===== src/rtl/offset_bit_decoder_pkg.sv =====
// Shared constants for the constant-offset bit encoder/decoder pair.
package offset_bit_decoder_pkg;

  localparam int unsigned WIDTH_DEF      = 8;
  localparam int unsigned FRAME_BITS_DEF = 8;
  localparam logic [7:0]  BASE_CONST_DEF = 8'hAE;

  // COLLECT: buffer empty or draining this cycle. FULL: a finished frame is unread.
  typedef enum logic {
    ST_COLLECT = 1'b0,
    ST_FULL    = 1'b1
  } dec_state_e;

endpackage


===== src/rtl/offset_symbol_check.sv =====
// Combinational decode of one (sum, base) symbol into a bit plus a bad-symbol flag.
module offset_symbol_check
  import offset_bit_decoder_pkg::*;
#(
  parameter int unsigned      WIDTH      = WIDTH_DEF,
  parameter logic [WIDTH-1:0] BASE_CONST = WIDTH'(BASE_CONST_DEF),
  parameter bit               CHECK_BASE = 1'b1
) (
  input  logic [WIDTH-1:0] sum,
  input  logic [WIDTH-1:0] base,
  output logic             bit_val,
  output logic             bad
);

  logic [WIDTH-1:0] diff;
  logic             base_bad;

  always_comb begin
    // Modular subtraction, so sum 8'h00 over base 8'hFF decodes as 1.
    diff     = sum - base;
    bit_val  = diff[0];
    base_bad = CHECK_BASE && (base != BASE_CONST);
    bad      = (diff > WIDTH'(1)) || base_bad;
  end

endmodule


===== src/rtl/offset_bit_decoder.sv =====
// Recovers bits from (sum, base) symbols, packs them LSB-first into frames
// and holds each finished frame in a single-entry valid/ready buffer.
module offset_bit_decoder
  import offset_bit_decoder_pkg::*;
#(
  parameter int unsigned      WIDTH      = WIDTH_DEF,
  parameter int unsigned      FRAME_BITS = FRAME_BITS_DEF,
  parameter logic [WIDTH-1:0] BASE_CONST = WIDTH'(BASE_CONST_DEF),
  parameter bit               CHECK_BASE = 1'b1
) (
  input  logic                  clk,
  input  logic                  reset,
  input  logic                  in_valid,
  output logic                  in_ready,
  input  logic [WIDTH-1:0]      in_sum,
  input  logic [WIDTH-1:0]      in_base,
  output logic                  out_valid,
  input  logic                  out_ready,
  output logic [FRAME_BITS-1:0] out_byte,
  output logic [3:0]            bit_count,
  output logic                  sym_err,
  input  logic                  err_clr
);

  dec_state_e            state;
  logic                  sym_bit;
  logic                  sym_bad;
  logic                  accept;
  logic                  good_acc;
  logic                  bad_acc;
  logic                  last_bit;
  logic [FRAME_BITS-1:0] shift_q;
  logic [FRAME_BITS-1:0] bit_mask;
  logic [FRAME_BITS-1:0] frame_next;

  offset_symbol_check #(
    .WIDTH      (WIDTH),
    .BASE_CONST (BASE_CONST),
    .CHECK_BASE (CHECK_BASE)
  ) u_check (
    .sum     (in_sum),
    .base    (in_base),
    .bit_val (sym_bit),
    .bad     (sym_bad)
  );

  always_comb begin
    state      = (out_valid && !out_ready) ? ST_FULL : ST_COLLECT;
    in_ready   = (state == ST_COLLECT);
    accept     = in_valid && in_ready;
    good_acc   = accept && !sym_bad;
    bad_acc    = accept && sym_bad;
    last_bit   = (bit_count == 4'(FRAME_BITS - 1));
    // Mask-based insert at position bit_count avoids a narrow-index bit select.
    bit_mask   = FRAME_BITS'(1) << bit_count;
    frame_next = sym_bit ? (shift_q | bit_mask) : (shift_q & ~bit_mask);
  end

  always_ff @(posedge clk or posedge reset) begin
    if (reset) begin
      out_valid <= 1'b0;
      out_byte  <= '0;
      bit_count <= '0;
      shift_q   <= '0;
      sym_err   <= 1'b0;
    end else begin
      if (bad_acc) begin
        sym_err <= 1'b1;
      end else if (err_clr) begin
        sym_err <= 1'b0;
      end

      if (good_acc) begin
        if (last_bit) begin
          out_byte  <= frame_next;
          shift_q   <= '0;
          bit_count <= '0;
        end else begin
          shift_q   <= frame_next;
          bit_count <= bit_count + 4'd1;
        end
      end

      if (good_acc && last_bit) begin
        out_valid <= 1'b1;
      end else if (out_valid && out_ready) begin
        out_valid <= 1'b0;
      end
    end
  end

endmodule


===== config.mk =====
export PLATFORM = sky130hd
export DESIGN_NAME = offset_bit_decoder
export DESIGN_NICKNAME = d
export VERILOG_FILES = /design/src/rtl/offset_bit_decoder_pkg.sv /design/src/rtl/offset_symbol_check.sv /design/src/rtl/offset_bit_decoder.sv
export SDC_FILE = /design/constraint.sdc
export NUM_CORES = 1
export LEC_CHECK = 0
export CELL_PAD_IN_SITES_DETAIL_PLACEMENT = 1
export CELL_PAD_IN_SITES_GLOBAL_PLACEMENT = 2
export CORE_MARGIN = 3
export CORE_UTILIZATION = 30
export DETAILED_ROUTE_END_ITERATION = 7
export HOLD_SLACK_MARGIN = 0.12
export PLACE_DENSITY = 0.83
export REMOVE_ABC_BUFFERS = 1
export SLEW_MARGIN = 20
export SYNTH_ARGS = -nofsm -noshare
export SYNTH_HDL_FRONTEND = slang
export SYNTH_HIERARCHICAL = 1
export SYNTH_SLANG_ARGS = --single-unit

===== constraint.sdc =====
create_clock -name clk -period 2.2 [get_ports clk]
set_input_delay 0.22 -clock clk [delete_from_list [all_inputs] [get_ports clk]]
set_output_delay 0.22 -clock clk [all_outputs]
set_load 0.01 [all_outputs]

## After elaboration in Yosys (flattened, before gate mapping)

Index checks and enable logic that the tools add are counted.

- Flip-flop bits (word level): 22
- Bits of input ports: 21
- Output and inout port bits: 15
- Logic and storage cells: 35

- $add $sub $neg: 2
- Order comparisons: 1
- Equal/unequal tests: 2
- Shifts and indexed selects: 1
- Mux-type cells: 8
- Bitwise gates (word level): 4
- Reductions and logical operators: 12

Operator list:

| kind | number |
|---|---|
| $mux W8 | 2 |
| $and A8 B8 Y8 | 1 |
| $gt A8 B1 Y1 const B | 1 |
| $ne A8 B8 Y1 const B | 1 |
| $not A8 Y8 | 1 |
| $or A8 B8 Y8 | 1 |
| $shl A1 B4 Y8 const A | 1 |
| $sub A8 B8 Y8 | 1 |
| $logic_and A1 B1 Y1 | 6 |
| $mux W1 | 5 |
| $add A4 B1 Y4 const B | 1 |
| $eq A4 B3 Y1 const B | 1 |
| $mux W4 | 1 |
| $reduce_bool A2 Y1 | 2 |
| $logic_not A1 Y1 | 2 |
| $reduce_and A2 Y1 | 1 |
| $logic_or A1 B1 Y1 | 1 |
| $not A1 Y1 | 1 |

## Logic depth before layout (Yosys ltp)

Gate-level depths: netlist of run 1.

- Depth after elaboration: 8
- Depth in mapped cells: 13
- Mapped depth without buffers: 11

## By module

The synthesis of run 1 kept the hierarchy.

By module, submodules not included:

| module | instances | cells an instance | area each (µm²) | seq. area each (µm²) |
|---|---|---|---|---|
| offset_bit_decoder | 1 | 100 | 1168.6 | 550.5 |
| offset_symbol_check | 1 | 52 | 357.8 | 0.0 |

## Least setup slack after synthesis of run 1

OpenSTA, ideal clock, no wires.

- Path type: input -> register
- Start: in in_sum[0]
- End: reg out_byte[6]
- Setup time: 0.125 ns
- Data arrival time: 2.530 ns
- Data required time: 2.075 ns
- Setup slack: -0.455 ns
- Cell stages on the path: 11
- Path buffers: 1
- Path through: inv_1 ha_1 inv_1 fa_1 xnor2_1 o311ai_1 nor4_1 nand4_1 buf_2 nor4_4 mux2_4

- Cells in the longest elaborated chain, start to end: 6
- Elaborated cells between the ends (all ways): 7
- Classes of those cells: 1 x add/sub; 1 x order compare; 1 x mux; 4 x reduce/logical

RTL lines:

| what | line | RTL |
|---|---|---|
| start: declaration | offset_bit_decoder.sv:15 | `input logic [WIDTH-1:0] in_sum,` |
| $sub A8 B8 Y8 | offset_symbol_check.sv:20 | `diff = sum - base;` |
| $gt A8 B1 Y1 | offset_symbol_check.sv:23 | `bad = (diff > WIDTH'(1)) \|\| base_bad;` |
| $logic_or A1 B1 Y1 | offset_symbol_check.sv:23 |  |
| named net sym_bad | offset_bit_decoder.sv:27 | `logic sym_bad;` |
| $logic_not A1 Y1 | offset_bit_decoder.sv:51 | `good_acc = accept && !sym_bad;` |
| $logic_and A1 B1 Y1 | offset_bit_decoder.sv:51 |  |
| $reduce_and A2 Y1 (no line) | - |  |
| end signal: assignment | offset_bit_decoder.sv:75 | `out_byte <= frame_next;` |
| end: declaration | offset_bit_decoder.sv:19 | `output logic [FRAME_BITS-1:0] out_byte,` |

The timed path passes the listed nets, and every way through them passes these cells.
A chain may end at the register's enable or synchronous reset.

## Worst setup path in the final report of run 1

- Start: in in_base[0]
- End: reg out_byte[1]

- Cells in the longest elaborated chain, start to end: 6
- Elaborated cells between the ends (all ways): 8
- Classes of those cells: 1 x add/sub; 1 x order compare; 1 x eq/ne; 1 x mux; 4 x reduce/logical

RTL lines:

| what | line | RTL |
|---|---|---|
| start: declaration | offset_bit_decoder.sv:16 | `input logic [WIDTH-1:0] in_base,` |
| $sub A8 B8 Y8 | offset_symbol_check.sv:20 |  |
| $gt A8 B1 Y1 | offset_symbol_check.sv:23 |  |
| $logic_or A1 B1 Y1 (*) | offset_symbol_check.sv:23 |  |
| named net sym_bad | offset_bit_decoder.sv:27 |  |
| $logic_not A1 Y1 (*) | offset_bit_decoder.sv:51 |  |
| $logic_and A1 B1 Y1 (*) | offset_bit_decoder.sv:51 |  |
| $reduce_and A2 Y1 (no line) (*) | - |  |

The timed path passes the listed nets; every way through them passes the cells marked *.

==> results.md, run 1 <==
- DP Wirelength: roughly 3200 um
- First-pass GRT wire length: 7490 um
- Total I/O pin count: 36
- Drt pass-1 iters: 4
- Worst skew pair latency: approximately 0.26 ns
- Maximum vdd ir drop: between 0.2 and 0.3 mV
- Remaining DRCs: 0
- Yosys reg bits: 22
- Area Growth Syn to Fin: 58.0%
- Commonest cells post-synth: inv_1, dfrtp_1, mux2i_1
- Antenna Cells: 0
- Placed instance area: just over 2000 um^2
- Global route overflow: 0
- Sequential area share after synthesis: 36.1%
- Most common cell in the netlist: inv_1
- RSZ-0062 raised after global routing: yes
- Clk_skew: around 0.0027 ns
- Post-route cell area: 2410 um^2
- Worst Path Arrival: ~2.7 ns
- Largest net degree at the start of global routing: 23
- Synthesized area: roughly 1500 um^2
- Status: complete, but fails checks
- Routability cong.: 0.781
- Cell taking the most area after synthesis: dfrtp_1
- Synth Instances: 152
- Critical path endpoint category: register
- Async SR Flop Fraction: between 90% and 100%
- Slew HR: 72.6%
- FF-to-FF Start: bit_count[0]
- Worst-path clk slew: 0.08 ns
- Die Ht: approximately 77 um
- Least-Margin Pin Slew: around 0.4 ns
- Final setup margin: -0.345 ns
- Tcrit/Tclk final: 116%
- Die width: roughly 77 um
- Total Wirelength: 4480 um
- Ys Warns: 6
- Crit start category: primary input
- Top cell type's share of synthesized area: a little over a third
- Vias in the first global route: 1561
- Maximum clock rate: 393 MHz
- Slew Viols, Final: 0
- CTS Buf Count: 3
- Share of cells above drive strength 1: between 30 and 40%
- Worst hold path type: primary input to asynchronous set/reset pin
- Crit. Startpoint: in_base[0]
- Worst EP required: approximately 2.4 ns
- CTS tree: yes
- Clock tree buffer depth: 2
- IO Port Bufs: 35
- Distinct cells, synth: 40
- Crit path kind: primary input to register
- Die area: roughly 6000 um^2
- Power Density: about 370 nW/um^2
- Worst hold margin: approximately 0.30 ns
- Initial Util: a little under a third
- Via count: roughly 1400
- DR WL/cell: about 16 um
- Final hold vios: 0
- Iteration-0 DRC Markers: 19
- CTS sink count: 22
- Dominant cells by area after synthesis: dfrtp_1, ha_1, mux2i_1
- Root buffer cell: clkbuf_8
- Final #Nets: around 250
- Tmin final: 2.55 ns
- Critical-path maximum fanout: 4
- Setup-failing EPs final: 21
- Max Cap Viol: 0
- H-tree Lvls: 1
- DR vias/cell: ~4.9
- EDFF count, synth: 0
- Leakage: about 1.1 nW
- CORE AREA: 4820 um^2
- Num rows: 25
- Initial antenna violation count: 0
- Post-DRT Antenna Nets: 0
- Syn avg cell area: roughly 10 um^2
- Total Routing Usage GR: 15.4%
- Failing checks: setup timing
- Main synth FF type: dfrtp_1
## path summary, 6_finish.rpt
kind	slack [ns]	depth (start not counted)	to
worst min-delay path	0.30	3	out_valid
worst max register to register	0.31	4	shift_q[4]
max in group asynchronous	1.68	3	shift_q[4]
worst min register to register	0.50	1	shift_q[0]
min in group clk	0.50	1	shift_q[0]
worst max-delay path	-0.35	12	out_byte[1]
## through the flow
step                      util, %  total power, mW  instances  worst slack, ns  TNS [ns]
after floorplan                 -            0.502        146           -0.554     -8.10
after global placement       43.1            0.592        268           -0.944    -19.60
after detailed placement     43.1            0.598        268            -1.03    -21.32
after CTS                    48.7            0.878        278           -0.161     -2.20
after global routing         50.1            0.929        279           -0.515     -8.43
final                        50.1            0.883        279           -0.345     -6.03
## layout by cell type (no fill, tap or decap), types with 6 or more instances in the layout
cell type / netlist / routed
clkdlybuf4s50_1: 0 / 21
buf_4: 0 / 24
ha_1: 13 / 6
mux2i_1: 14 / 14
inv_2: 1 / 7
nor2_1: 7 / 7
dfrtp_1: 22 / 22
dlygate4sd2_1: 0 / 9
inv_1: 24 / 16
ha_4: 0 / 7
## critical path, cell delays in order
cell     delay (ns)
buf_6          0.10
ha_4           0.16
inv_4          0.05
fa_2           0.42
nor2_1         0.09
nand4_1        0.11
nor4_2         0.36
nand4_1        0.25
buf_6          0.20
nor4_4         0.35
buf_4          0.22
mux2i_1        0.19
## power breakdown
part	internal [mW]	switching (mW)
Sequential	0.405	0.000677
Clock	0.122	0.128
Combinational	0.122	0.104
Total	0.650	0.233
## sequential cells by signal (all words and copies together) (netlist names)
register,flops
out_byte,8
bit_count,4
shift_q,8
sym_err,1
out_valid,1
## repair_timing
| item | CTS | global route |
|---|---|---|
| endpoints found under the setup margin | 22 | 22 |
| hold buffers | 0 | 0 |
| buffers inserted | 7 | 1 |
| pin swaps | 21 | 9 |
| resized for setup | 66 | 15 |
| cloned | 0 | 0 |
| hold endpoints to repair | 0 | 0 |
## cells by family (layout without fill, tap and decap cells)
| kind of cell | count (synthesis) | count (layout) | synth area share, % |
|---|---|---|---|
| buf+inv | 31 | 91 | 8.36 |
| flops | 22 | 22 | 36.1 |
| xor+xnor | 3 | 3 | 1.72 |
| fa+ha+maj | 14 | 14 | 12.0 |
| mux | 20 | 20 | 13.9 |
| compound gates | 30 | 30 | 14.3 |
| simple gates | 32 | 32 | 13.8 |
## area by class of cell
type                            instances  area [um^2]
Tap cell                               67         83.8
Fill cell                             553         2410
Sequential cell                        22          551
Clock buffer                            3         41.3
Multi-Input combinational cell         99         1080
Inverter                               25         98.8
Timing Repair Buffer                   63          556
## layer usage
| layer | vias to the layer above | part of all wire [%] | global-route usage [%] |
|---|---|---|---|
| met5 | - | 0 | 0 |
| met4 | 0 | 0.56 | 3.20 |
| li1 | 655 | - | - |
| met1 | 680 | 41 | 17.8 |
| met2 | 29 | 55 | 29.6 |
| met3 | 4 | 3.8 | 2.55 |
Note: power is estimated with default switching activity, not from simulation.
==> inputs of run 2 (changes only) <==
--- a/config.mk
+++ b/config.mk
@@ -5,14 +5,17 @@
 export SDC_FILE = /design/constraint.sdc
 export NUM_CORES = 1
 export LEC_CHECK = 0
+export CAP_MARGIN = 0
 export CELL_PAD_IN_SITES_DETAIL_PLACEMENT = 1
 export CELL_PAD_IN_SITES_GLOBAL_PLACEMENT = 2
+export CORE_ASPECT_RATIO = 1.1
 export CORE_MARGIN = 3
 export CORE_UTILIZATION = 30
 export DETAILED_ROUTE_END_ITERATION = 7
 export HOLD_SLACK_MARGIN = 0.12
 export PLACE_DENSITY = 0.83
 export REMOVE_ABC_BUFFERS = 1
+export SETUP_SLACK_MARGIN = 0.2
 export SLEW_MARGIN = 20
 export SYNTH_ARGS = -nofsm -noshare
 export SYNTH_HDL_FRONTEND = slang
==> run 2 against run 1 <==
The run still ends with setup timing left. Worst hold slack got worse by 0.0098 ns. First-iteration DRC count down 53%. Highest routed layer unchanged. Routed wire length grew 3.5%. Largest cell class unchanged. Critical path type unchanged. Cell count shrank 3.9%. Core utilization rose by 0.71 points. Setup slack better by 0.20 ns. Die area about the same. Global-route usage up 1.5 points. Sequential power about the same.
==> results.md, run 2 (synthesis gave the netlist of run 1 again) <==
- Sw frac: 23.2% (-3.2 points)
- Vias in the first global route: 1677 (+7.4%)
- H-tree Lvls: 1 (unchanged)
- Buffers & Inverters on Critical Path: 3 (-1)
- Most frequent cells in the layout: buf_4, dfrtp_1, clkdlybuf4s50_1
- Worst hold path type: primary input to asynchronous set/reset pin
- CORE AREA: 4780 um^2 (-0.73%)
- DR vias/cell: 5.14 (+4.9%)
- Crit start category: primary input
- Top flop regs: out_byte: 8 flops, shift_q: 8 flops, bit_count: 4 flops
- Via count: 1378 (+0.73%)
- Share of cells above drive strength 1: 37.3% (-0.47 points)
- DR WL/cell: 17.3 um (+7.8%)
- Sw Pwr: 0.232 mW (-0.35%)
- Antenna Cells: 0 (unchanged)
- Fin cells: 268 (-3.9%)
- Critical path endpoint category: register
- Critical path's slowest cell: fa_2
- Area Growth Syn to Fin: 59.0%
- Most common cell after layout, fill and taps aside: buf_4
- Total Wirelength: 4640 um (+3.5%)
- Worst EP required: 2.34 ns (-0.04 ns)
- IO Port Bufs: 35 (unchanged)
- Largest net degree at the start of global routing: 23 (unchanged)
- Total I/O pin count: 36 (unchanged)
- RSZ-0062 raised after global routing: yes
- Num rows: 26 (+4.0%)
- Sequential power share: 40.6% (-5.4 points)
- Clock tree buffer depth: 2 (unchanged)
- Crit. Startpoint: in_base[0]
- Iteration-0 DRC Markers: 9 (-10)
- Setup-failing EPs final: 19 (-9.5%)
- Cell depth of the worst setup path: 11 (-1)
- Final setup margin: -0.146 ns (+0.200 ns)
- Leakage: 1.08 nW (+1.1%)
- Crit path kind: primary input to register
- Post-route cell area: 2430 um^2 (+0.67%)
- Post-DRT Antenna Nets: 0 (unchanged)
- Initial antenna violation count: 0 (unchanged)
- Clk network pwr share: 37.0% (+8.6 points)
- DP Wirelength: 3450 um (+7.3%)
- Drt pass-1 iters: 2 (-2)
- Combinational share of power: 22.3% (-3.3 points)
- Die Ht: 80.8 um (+4.5%)
- Worst-case reg-to-reg path depth: 4 (unchanged)
- Worst Path Arrival: 2.49 ns (-0.24 ns)
- Crit-path cells: buf_8 > ha_4 > inv_2 > fa_2 > nor2_2 > nand4_1 > nor4_2 > nand4_1 > buf_6 > nor4_4 > mux2_4
- Global route overflow: 0 (unchanged)
- Max Cap Viol: 0 (unchanged)
- Remaining DRCs: 0 (unchanged)
- Power Density: 412 nW/um^2 (+13%)
- Final #Nets: 248 (-0.40%)
- Slew HR: 71.9% (-0.64 points)
- Tmin final: 2.35 ns (-0.200 ns)
- Maximum vdd ir drop: 0.240 mV (-19%)
- Tcrit/Tclk final: 107% (-9.1 points)
- CTS sink count: 22 (unchanged)
- Die width: 74.0 um (-4.3%)
- Hold buffer count at CTS: 0 (unchanged)
- Root buffer cell: clkbuf_8
- Placed instance area: 2080 um^2 (about the same)
- Failing checks: setup timing
- Final hold vios: 0 (unchanged)
- Cell-internal power: 0.768 mW (+18%)
- Least-Margin Pin Slew: 0.421 ns (+0.00907 ns)
- Status: complete, but fails checks
- Placed cells: 259 (-3.4%)
- CTS Buf Count: 3 (unchanged)
- Slew Viols, Final: 0 (unchanged)
- Worst-path clk slew: 0.08 ns (about the same)
- Die area: 5980 um^2 (about the same)
- Clk_skew: 0.00353 ns (+0.000841 ns)
- Family with the most delay on the worst path: simple AND/OR/NAND/NOR gates
- CTS tree: yes
- Worst skew pair latency: 0.26 ns (about the same)
- CP peak stage delay: 0.43 ns (about the same)
- Total Routing Usage GR: 16.9% (+1.5 points)
- Maximum clock rate: 426 MHz (+8.5%)
- Critical-path maximum fanout: 5 (+1)
- CP dominant cell by count: nand4_1
- FF-to-FF Start: bit_count[0]
- Initial Util: 31.9% (+0.23 points)
- First-pass GRT wire length: 7810 um (+4.3%)
- Routability cong.: 0.747 (-4.4%)
## run 2: changes by cell type in the layout (fill, tap and decap cells not counted), sizes merged
cell / before / now
bufinv: 0 / 1
clkdlybuf4s50: 21 / 20
buf: 32 / 29
clkdlybuf4s15: 0 / 3
## run 2: repair_timing
item	in CTS	in global routing
setup endpoints to repair	22	22
pin swaps	25	6
endpoints found under the hold margin	0	0
resized for setup	68	11
gates cloned	0	0
buffers inserted	4	1
## run 2: area by class of cell
cell class | instances | area, um^2
repair buffers | 62 | 559
inverters | 25 | 96.3
fillers | 523 | 2350
flip-flops and latches | 22 | 551
clock buffers | 3 | 41.3
multi-input cells | 99 | 1080
clock inverters | 1 | 30.0
well taps | 56 | 70.1
## run 2: worst register-to-register path, cell delays in order (launching register included)
cell and delay, ns:
dfrtp_1 0.44, ha_1 0.29, and3b_1 0.30, or4_4 0.61, o2bb2ai_2 0.16
## run 2: path summary, 6_finish.rpt
check / to / slack, ns
setup / recovery: bit_count[3] / -0.15
hold / removal: out_byte[7] / 0.29
setup reg to reg: shift_q[4] / 0.34
hold reg to reg: shift_q[0] / 0.51
max in group asynchronous: out_valid / 1.69
min in group clk: shift_q[0] / 0.51
## run 2: metal layers
metal  part of all wire [%]  GRT usage [%]
met1                     35           16.8
met2                     60           35.9
met3                    4.0           1.49
met4                    1.1           4.17
met5                      0              0
## run 2: power groups by stage
| stage | clock network (mW) | registers (mW) | logic [mW] |
|---|---|---|---|
| floorplan | 0 | 0.415 | 0.0874 |
| global placement | 0 | 0.414 | 0.178 |
| detailed placement | 0 | 0.414 | 0.185 |
| CTS | 0.379 | 0.406 | 0.218 |
| global route | 0.399 | 0.406 | 0.248 |
| finish | 0.370 | 0.406 | 0.223 |
## run 2: per-stage QoR
| step | setup TNS [ns] | total power [mW] | hold slack, ns | worst slack [ns] | utilization [%] |
|---|---|---|---|---|---|
| floorplan | -8.10 | 0.502 | 0.209 | -0.554 | - |
| global placement | -18.53 | 0.592 | 0.473 | -0.967 | 43.5 |
| detailed placement | -21.66 | 0.599 | 0.485 | -1.08 | 43.5 |
| CTS | -2.01 | 1.00 | 0.302 | -0.146 | 49.8 |
| global route | -5.61 | 1.05 | 0.324 | -0.323 | 50.8 |
| finish | -2.19 | 1.00 | 0.288 | -0.146 | 50.8 |
